===== src/rtl/pwm_dac.sv =====
// rtl/pwm_dac.sv - fixed-period PWM DAC fed from a valid/ready sample port or an internal ramp/constant source
// Codes switch only at period boundaries so the filtered output never sees a mid-period glitch.
module pwm_dac #(
    parameter int PRESC = 4,
    parameter int STEP  = 1
) (
    input  logic       CLOCK_50,
    input  logic       rst_n,
    input  logic [1:0] mode,
    input  logic [7:0] const_code,
    input  logic [7:0] s_data,
    input  logic       s_valid,
    output logic       s_ready,
    output logic       pwm_out,
    output logic [7:0] cur_code,
    output logic       period_start,
    output logic       underrun
);

    localparam int PW = (PRESC > 1) ? $clog2(PRESC) : 1;
    localparam logic [PW-1:0] PRESC_MAX = PW'(PRESC - 1);

    localparam logic [1:0] MODE_STREAM = 2'b00;
    localparam logic [1:0] MODE_SAW    = 2'b01;
    localparam logic [1:0] MODE_TRI    = 2'b10;
    localparam logic [1:0] MODE_CONST  = 2'b11;

    logic [PW-1:0] presc_q, presc_d;
    logic [7:0]    cnt_q, cnt_d;
    logic [7:0]    code_q, code_d;
    logic [7:0]    pend_data_q, pend_data_d;
    logic          pend_valid_q, pend_valid_d;
    logic [7:0]    ramp_q, ramp_d;
    logic          dir_q, dir_d;
    logic          started_q, started_d;
    logic          pwm_q, pwm_d;
    logic          period_start_q, period_start_d;
    logic          underrun_q, underrun_d;

    logic          tick;
    logic          boundary;
    logic          accept;
    logic [8:0]    ramp_up;
    logic [8:0]    ramp_dn;

    // started_q holds the counters for the first edge after reset so that edge opens period 0
    assign tick     = started_q && (presc_q == PRESC_MAX);
    assign boundary = tick && (cnt_q == 8'hFF);
    assign s_ready  = started_q && (mode == MODE_STREAM) && !pend_valid_q;
    assign accept   = s_valid && s_ready;
    assign ramp_up  = {1'b0, ramp_q} + 9'(STEP);
    assign ramp_dn  = {1'b0, ramp_q} - 9'(STEP);

    always_comb begin
        presc_d        = presc_q;
        cnt_d          = cnt_q;
        code_d         = code_q;
        pend_data_d    = pend_data_q;
        pend_valid_d   = pend_valid_q;
        ramp_d         = ramp_q;
        dir_d          = dir_q;
        started_d      = 1'b1;
        period_start_d = !started_q || boundary;
        underrun_d     = 1'b0;

        if (started_q) begin
            presc_d = tick ? '0 : presc_q + PW'(1);
            if (tick) begin
                cnt_d = cnt_q + 8'd1;
            end
        end

        if (accept) begin
            pend_data_d  = s_data;
            pend_valid_d = 1'b1;
        end

        // An accept on the boundary edge cannot collide with the clear below: it needs pend_valid_q = 0
        if (boundary) begin
            case (mode)
                MODE_STREAM: begin
                    if (pend_valid_q) begin
                        code_d       = pend_data_q;
                        pend_valid_d = 1'b0;
                    end else begin
                        underrun_d = 1'b1;
                    end
                end
                MODE_SAW: begin
                    ramp_d = ramp_up[7:0];
                    code_d = ramp_up[7:0];
                end
                MODE_TRI: begin
                    if (!dir_q) begin
                        if (ramp_up[8]) begin
                            ramp_d = 8'hFF;
                            dir_d  = 1'b1;
                        end else begin
                            ramp_d = ramp_up[7:0];
                        end
                    end else begin
                        if (ramp_dn[8]) begin
                            ramp_d = 8'h00;
                            dir_d  = 1'b0;
                        end else begin
                            ramp_d = ramp_dn[7:0];
                        end
                    end
                    code_d = ramp_d;
                end
                MODE_CONST: begin
                    code_d = const_code;
                end
                default: begin
                    code_d = code_q;
                end
            endcase
        end

        pwm_d = (cnt_d < code_d);
    end

    always_ff @(posedge CLOCK_50 or negedge rst_n) begin
        if (!rst_n) begin
            presc_q        <= '0;
            cnt_q          <= 8'h00;
            code_q         <= 8'h00;
            pend_data_q    <= 8'h00;
            pend_valid_q   <= 1'b0;
            ramp_q         <= 8'h00;
            dir_q          <= 1'b0;
            started_q      <= 1'b0;
            pwm_q          <= 1'b0;
            period_start_q <= 1'b0;
            underrun_q     <= 1'b0;
        end else begin
            presc_q        <= presc_d;
            cnt_q          <= cnt_d;
            code_q         <= code_d;
            pend_data_q    <= pend_data_d;
            pend_valid_q   <= pend_valid_d;
            ramp_q         <= ramp_d;
            dir_q          <= dir_d;
            started_q      <= started_d;
            pwm_q          <= pwm_d;
            period_start_q <= period_start_d;
            underrun_q     <= underrun_d;
        end
    end

    assign pwm_out      = pwm_q;
    assign cur_code     = code_q;
    assign period_start = period_start_q;
    assign underrun     = underrun_q;

endmodule


===== config.mk =====
export PLATFORM = sky130hd
export DESIGN_NAME = pwm_dac
export DESIGN_NICKNAME = d
export VERILOG_FILES = /design/src/rtl/pwm_dac.sv
export SDC_FILE = /design/constraint.sdc
export NUM_CORES = 1
export LEC_CHECK = 0
export CORE_ASPECT_RATIO = 0.5
export CORE_MARGIN = 2
export CORE_UTILIZATION = 50
export CTS_BUF_LIST = sky130_fd_sc_hd__clkbuf_4 sky130_fd_sc_hd__clkbuf_8
export CTS_CLUSTER_SIZE = 25
export DETAILED_ROUTE_END_ITERATION = 12
export PLACE_DENSITY_LB_ADDON = 0.2
export RECOVER_POWER = 25
export SKIP_CTS_REPAIR_TIMING = 1
export SLEW_MARGIN = 20
export SYNTH_ARGS = -nofsm -noshare
export SYNTH_HDL_FRONTEND = slang
export SYNTH_SLANG_ARGS = --single-unit

===== constraint.sdc =====
create_clock -name CLOCK_50 -period 3.9 [get_ports CLOCK_50]
set_input_delay 0.78 -clock CLOCK_50 [delete_from_list [all_inputs] [get_ports CLOCK_50]]
set_output_delay 0.78 -clock CLOCK_50 [all_outputs]
set_load 0.03 [all_outputs]

# Word level (Yosys, flattened, before mapping)
# Index checks and enable logic that the tools add are counted.
[classes] add_sub_neg=4 magnitude_cmp=1 eq_ne=5 n_mux=20 reduce_logical=12
[ops] cell="2-to-1 mux 8 bit" count=7
[ops] cell="one-hot mux 8 bit (4 select lines)" count=1
[ops] cell="one-hot mux 8 bit (2 select lines)" count=1
[ops] cell="2-to-1 mux 1 bit" count=10
[ops] cell="adder 8 x 1 -> 9 bit, second input constant" count=1
[ops] cell="subtractor 8 x 1 -> 9 bit, second input constant" count=1
[ops] cell="adder 8 x 1 -> 8 bit, second input constant" count=1
[ops] cell="equality test 8 bit, second input constant" count=1
[ops] cell="< comparator 8 bit" count=1
[ops] cell="equality test 2 bit, second input constant" count=3
[ops] cell="logical AND 1 bit" count=5
[ops] cell="AND reduction 2 bit" count=2
[ops] cell="adder 2 x 1 -> 2 bit, second input constant" count=1
[ops] cell="equality test 2 x 1 -> 1 bit, second input constant" count=1
[ops] cell="logical NOT 1 bit" count=2
[ops] cell="logical NOT 2 bit" count=1
[ops] cell="2-to-1 mux 2 bit" count=1
[ops] cell="nonzero test 2 bit" count=1
[ops] cell="logical OR 1 bit" count=1
[word_totals] wordCells=53 output_inout_bits=12 inputBits=21 ff_bits=40

# Depth between registers and ports, before layout
[logic_depth] ltp_word=8 mapped_depth=13 mapped_depth_nobuf=13

# Worst setup path before layout
# OpenSTA, ideal clock, no wires.
[synth_timing] kind="input -> register" start="input port mode[0]" end="register pwm_q, in the netlist pwm_out" cell_stages=11 required_time_ns=3.765 path_buffers=0 setup_slack_ns=0.912 arrival_ns=2.853 setup_time_ns=0.135 cell_sequence="inv_1 > ha_1 > nor4_2 > o311a_1 > nand3_1 > o2111a_1 > ha_1 > and4_1 > o21ai_0 > a311oi_1 > a211oi_1"
[synth_between] elab_chain_cells=4 elab_cells_between_ends=7 cone_classes="1 x order compare; 3 x eq/ne; 2 x mux; 1 x reduce/logical"
[synth_lines] item="start, declared" line_no="9" rtl="input logic [1:0] mode,"
[synth_lines] item="equality test 2 bit, or another cell as far along" line_no="80" rtl="case (mode)"
[synth_lines] item="one-hot mux 8 bit (4 select lines) (*)" line_no="80"
[synth_lines] item="2-to-1 mux 8 bit (*)" line_no="79" rtl="if (boundary) begin"
[synth_lines] item="< comparator 8 bit (*)" line_no="120" rtl="pwm_d = (cnt_d < code_d);"
[synth_lines] item="named net pwm_d" line_no="36" rtl="logic pwm_q, pwm_d;"
[synth_lines] item="end signal, assigned" line_no="145" rtl="pwm_q <= pwm_d;"
[synth_lines] item="end, declared" line_no="36"
# The timed path passes the listed nets; every way through them passes the cells marked *.
# A chain may end at the register's enable or synchronous reset.

# Worst setup path in the final report
# Ends and elaborated chain as after synthesis.

==> metrics.md <==
| Metric | Value |
|---|---|
| Syn Nets | 340 |
| Global route hottest layer | met2 |
| Clock sink count | 40 |
| Maximum clock path buffer count | 2 |
| Critical Path AT | 3.92 ns |
| Dpl cells | 396 |
| RSZ-0062 raised after global routing | no |
| Crit-path leading delay family | compound AO/OA/AOI/OAI gates |
| Largest net degree at the start of global routing | 41 |
| Number of port buffers | 32 |
| Most frequent cell after synthesis | dfrtp_1 |
| Vias per inst | 6.12 |
| Area Growth Syn to Fin | 17.3% |
| Worst Path Required | 4.11 ns |
| GP Congestion | 0.881 |
| Crit path buf inv count | 2 |
| GR Util met3 | 4.30% |
| Initial DRC count | 212 |
| Violated checks | max-capacitance violations, max-slew violations |
| Top cells by area, synth | dfrtp_1 (36%), ha_1 (7.2%), mux2_2 (4.1%), nand2_1 (3.4%), xor2_1 (3.2%) |
| Area of the multi-input gates | 1630 µm² |
| Commonest cells in the netlist | dfrtp_1 (40), nand2_1 (25), nor2_1 (19) |
| # diodes | 0 |
| Cell Int Power | 817 µW |
| Final Net Count | 367 |
| Switching Fraction | 29.3% |
| Vias | 2474 |
| Routed Antenna Nets | 0 |
| Final Cycle Share | 95.2% |
| Comb power frac | 21.9% |
| Die W | 109 µm |
| Post-DP HPWL | 5410 µm |
| M1 GR Usage | 35.8% |
| Register share of total power | 46.7% |
| Ys async rst share | 100% |
| Yosys warnings | 0 |
| Hold Fails Final Rpt | 0 |
| Vias in the first global route | 2429 |
| Final-report setup violation count | 0 |
| Initial core utilization | 51.2% |
| Share of Yosys cell area claimed by the top area cell type | 36.1% |
| Cell area after layout | 3250 µm² |
| Global-route wire length before repair | 12000 µm |
| Worst skew pair latency | 0.30 ns |
| Setup crit end kind | flip-flop |
| Worst Hold Class | flip-flop to flip-flop |
| Fraction of layout cells with a size suffix above 1 | 9.97% |
| Die height | 56.7 µm |
| Critical path's slowest cell | clkdlybuf4s50_1 |
| Slew HR | -39.1% |
| Kind of critical path | input pin to flip-flop |
| Io pins | 33 |
| Number of synthesized flops with an enable pin | 0 |
| # DRC | 0 |
| Sequential cell area fraction in the yosys report | 36.1% |
| Final std cells w/o fill | 404 |
| CTS buffer count | 5 |
| #FFs+latches synth | 40 |
| Routed wire per std cell | 17.7 µm |
| Pwr dens | 356 nW/µm² |
| Remaining global-route overflow | 0 |
| TritonRoute pass-1 iters | 5 |
| Max VDD drop | 178 µV |
| Avg Synthesized Cell Area | 9.15 µm² |
| Max Slew Vio Count | 41 |
| GRT Total Usage | 25.1% |
| Total negative slack | 0 ns |
| Clk network pwr share | 31.4% |
| Row count | 19 |
| Worst Tran Pin Value | 2.09 ns |
| Mapped Area | 2770 µm² |
| Net Switching | 340 µW |
| Max frequency | 0.269 GHz |
| Initial antenna violation count | 0 |
| Reg area | 1000 µm² |
| Max Cap Viol | 1 |
| Status | finished with violations |
| Setup WS pre-CTS | -0.0334 ns |
| Crit path time final | 3.71 ns |
| Clock transition at the registers of the reported paths | 0.08 ns |
| Setup crit start kind | input pin |
| Die area | 6190 µm² |
| Worst clock skew | 0.00554 ns |
| CTS H-tree lvls | 2 |
| CTS Root Cell | clkbuf_8 |
| P_leak | 0.00139 µW |
| Core box area | 5420 µm² |
| Fill cells | 469 |
| Met2 usage | 40.0% |
| CP peak stage delay | 0.53 ns |
| PnR worst setup slack | 0.187 ns |
| Crit path cell chain | clkdlybuf4s50_1, inv_1, ha_1, nand2b_1, nor4b_1, o32ai_1, a31oi_1, a21oi_1, ha_1, a21oi_1, nor2b_1, o21ai_0, o21ai_0, a211oi_1 |
| Post-Synthesis Cells | 303 |
| CTS tree | built |
| Yosys top cell by area | dfrtp_1 |
| Crit Path Max Fanout | 7 |
| Synth Flop Type | dfrtp_1 |
| Yosys cell types | 65 |
| WL final | 7160 µm |
| Area after DPL | 3140 µm² |
[kinds of logic after synthesis]
family | Yosys count | synth area share [%]
compound gates | 83 | 21.3
xor+xnor | 13 | 4.11
fa+ha+maj | 16 | 7.22
buf+inv | 29 | 4.51
flops | 40 | 36.1
mux | 11 | 4.42
other cells | 1 | 0.135
simple gates | 110 | 22.2
[final timing paths]
check | from | to | slack, ns | cells after the start
hold / removal | presc_q[0] | presc_q[0] | 0.50 | 1
max in group asynchronous | rst_n | dir_q | 1.63 | 1
hold reg to reg | presc_q[0] | presc_q[0] | 0.50 | 1
setup reg to reg | ramp_q[0] | pwm_out | 0.40 | 13
min in group asynchronous | rst_n | ramp_q[4] | 1.07 | 1
setup / recovery | mode[0] | pwm_out | 0.19 | 14
[layout make-up]
class                   instances  share of cell area, %
well taps                      73                   2.81
flip-flops and latches         40                   30.8
clock buffers                   6                   2.54
repair buffers                 39                   11.3
clock inverters                 2                   1.19
multi-input cells             234                   50.3
inverters                      10                   1.15
[per-stage QoR]
step	utilization (%)	hold WS (ns)	total power, µW
finish	60.0	0.497	1160
CTS	60.2	0.508	1170
floorplan	-	0.457	711
detailed placement	58.0	0.496	810
global placement	58.0	0.466	790
global route	60.0	0.528	1220
[cells in the final DEF (no fill, tap or decap), types with 5 or more instances in the layout]
master and n:
mux2_2 10, nand3_1 14, inv_1 10, nand2_1 25, o22ai_1 6, xor2_1 10
o21ai_0 13, a221oi_1 5, buf_4 7, nand2b_1 5, dfrtp_1 40, clkdlybuf4s50_1 31
clkbuf_8 6, a21oi_1 14, nor2b_1 6, ha_1 16, nor2_1 19, nor3_1 7
[state kept, by name, summed over array words and instances (netlist names)]
| signal | count |
|---|---|
| pend_valid_q | 1 |
| period_start | 1 |
| underrun | 1 |
| pend_data_q | 8 |
| started_q | 1 |
| pwm_out | 1 |
| cur_code | 8 |
| dir_q | 1 |
| ramp_q | 8 |
| presc_q | 2 |
| cnt_q | 8 |
[power by group through the flow]
stage / clock, µW / sequential, µW / combinational [µW]
final: 363 / 540 / 254
after global routing: 390 / 549 / 285
after CTS: 369 / 541 / 262
after detailed placement: 0 / 550 / 261
after global placement: 0 / 543 / 246
after floorplan: 0 / 537 / 174
[per-layer routing]
layer / wire, µm / vias to the layer above
met3: 430 / 10
li1: - / 1175
met1: 3370 / 1190
met4: 70 / 0
met2: 3290 / 99
met5: 0 / -
No activity file was read; power rests on OpenSTA's default activity.
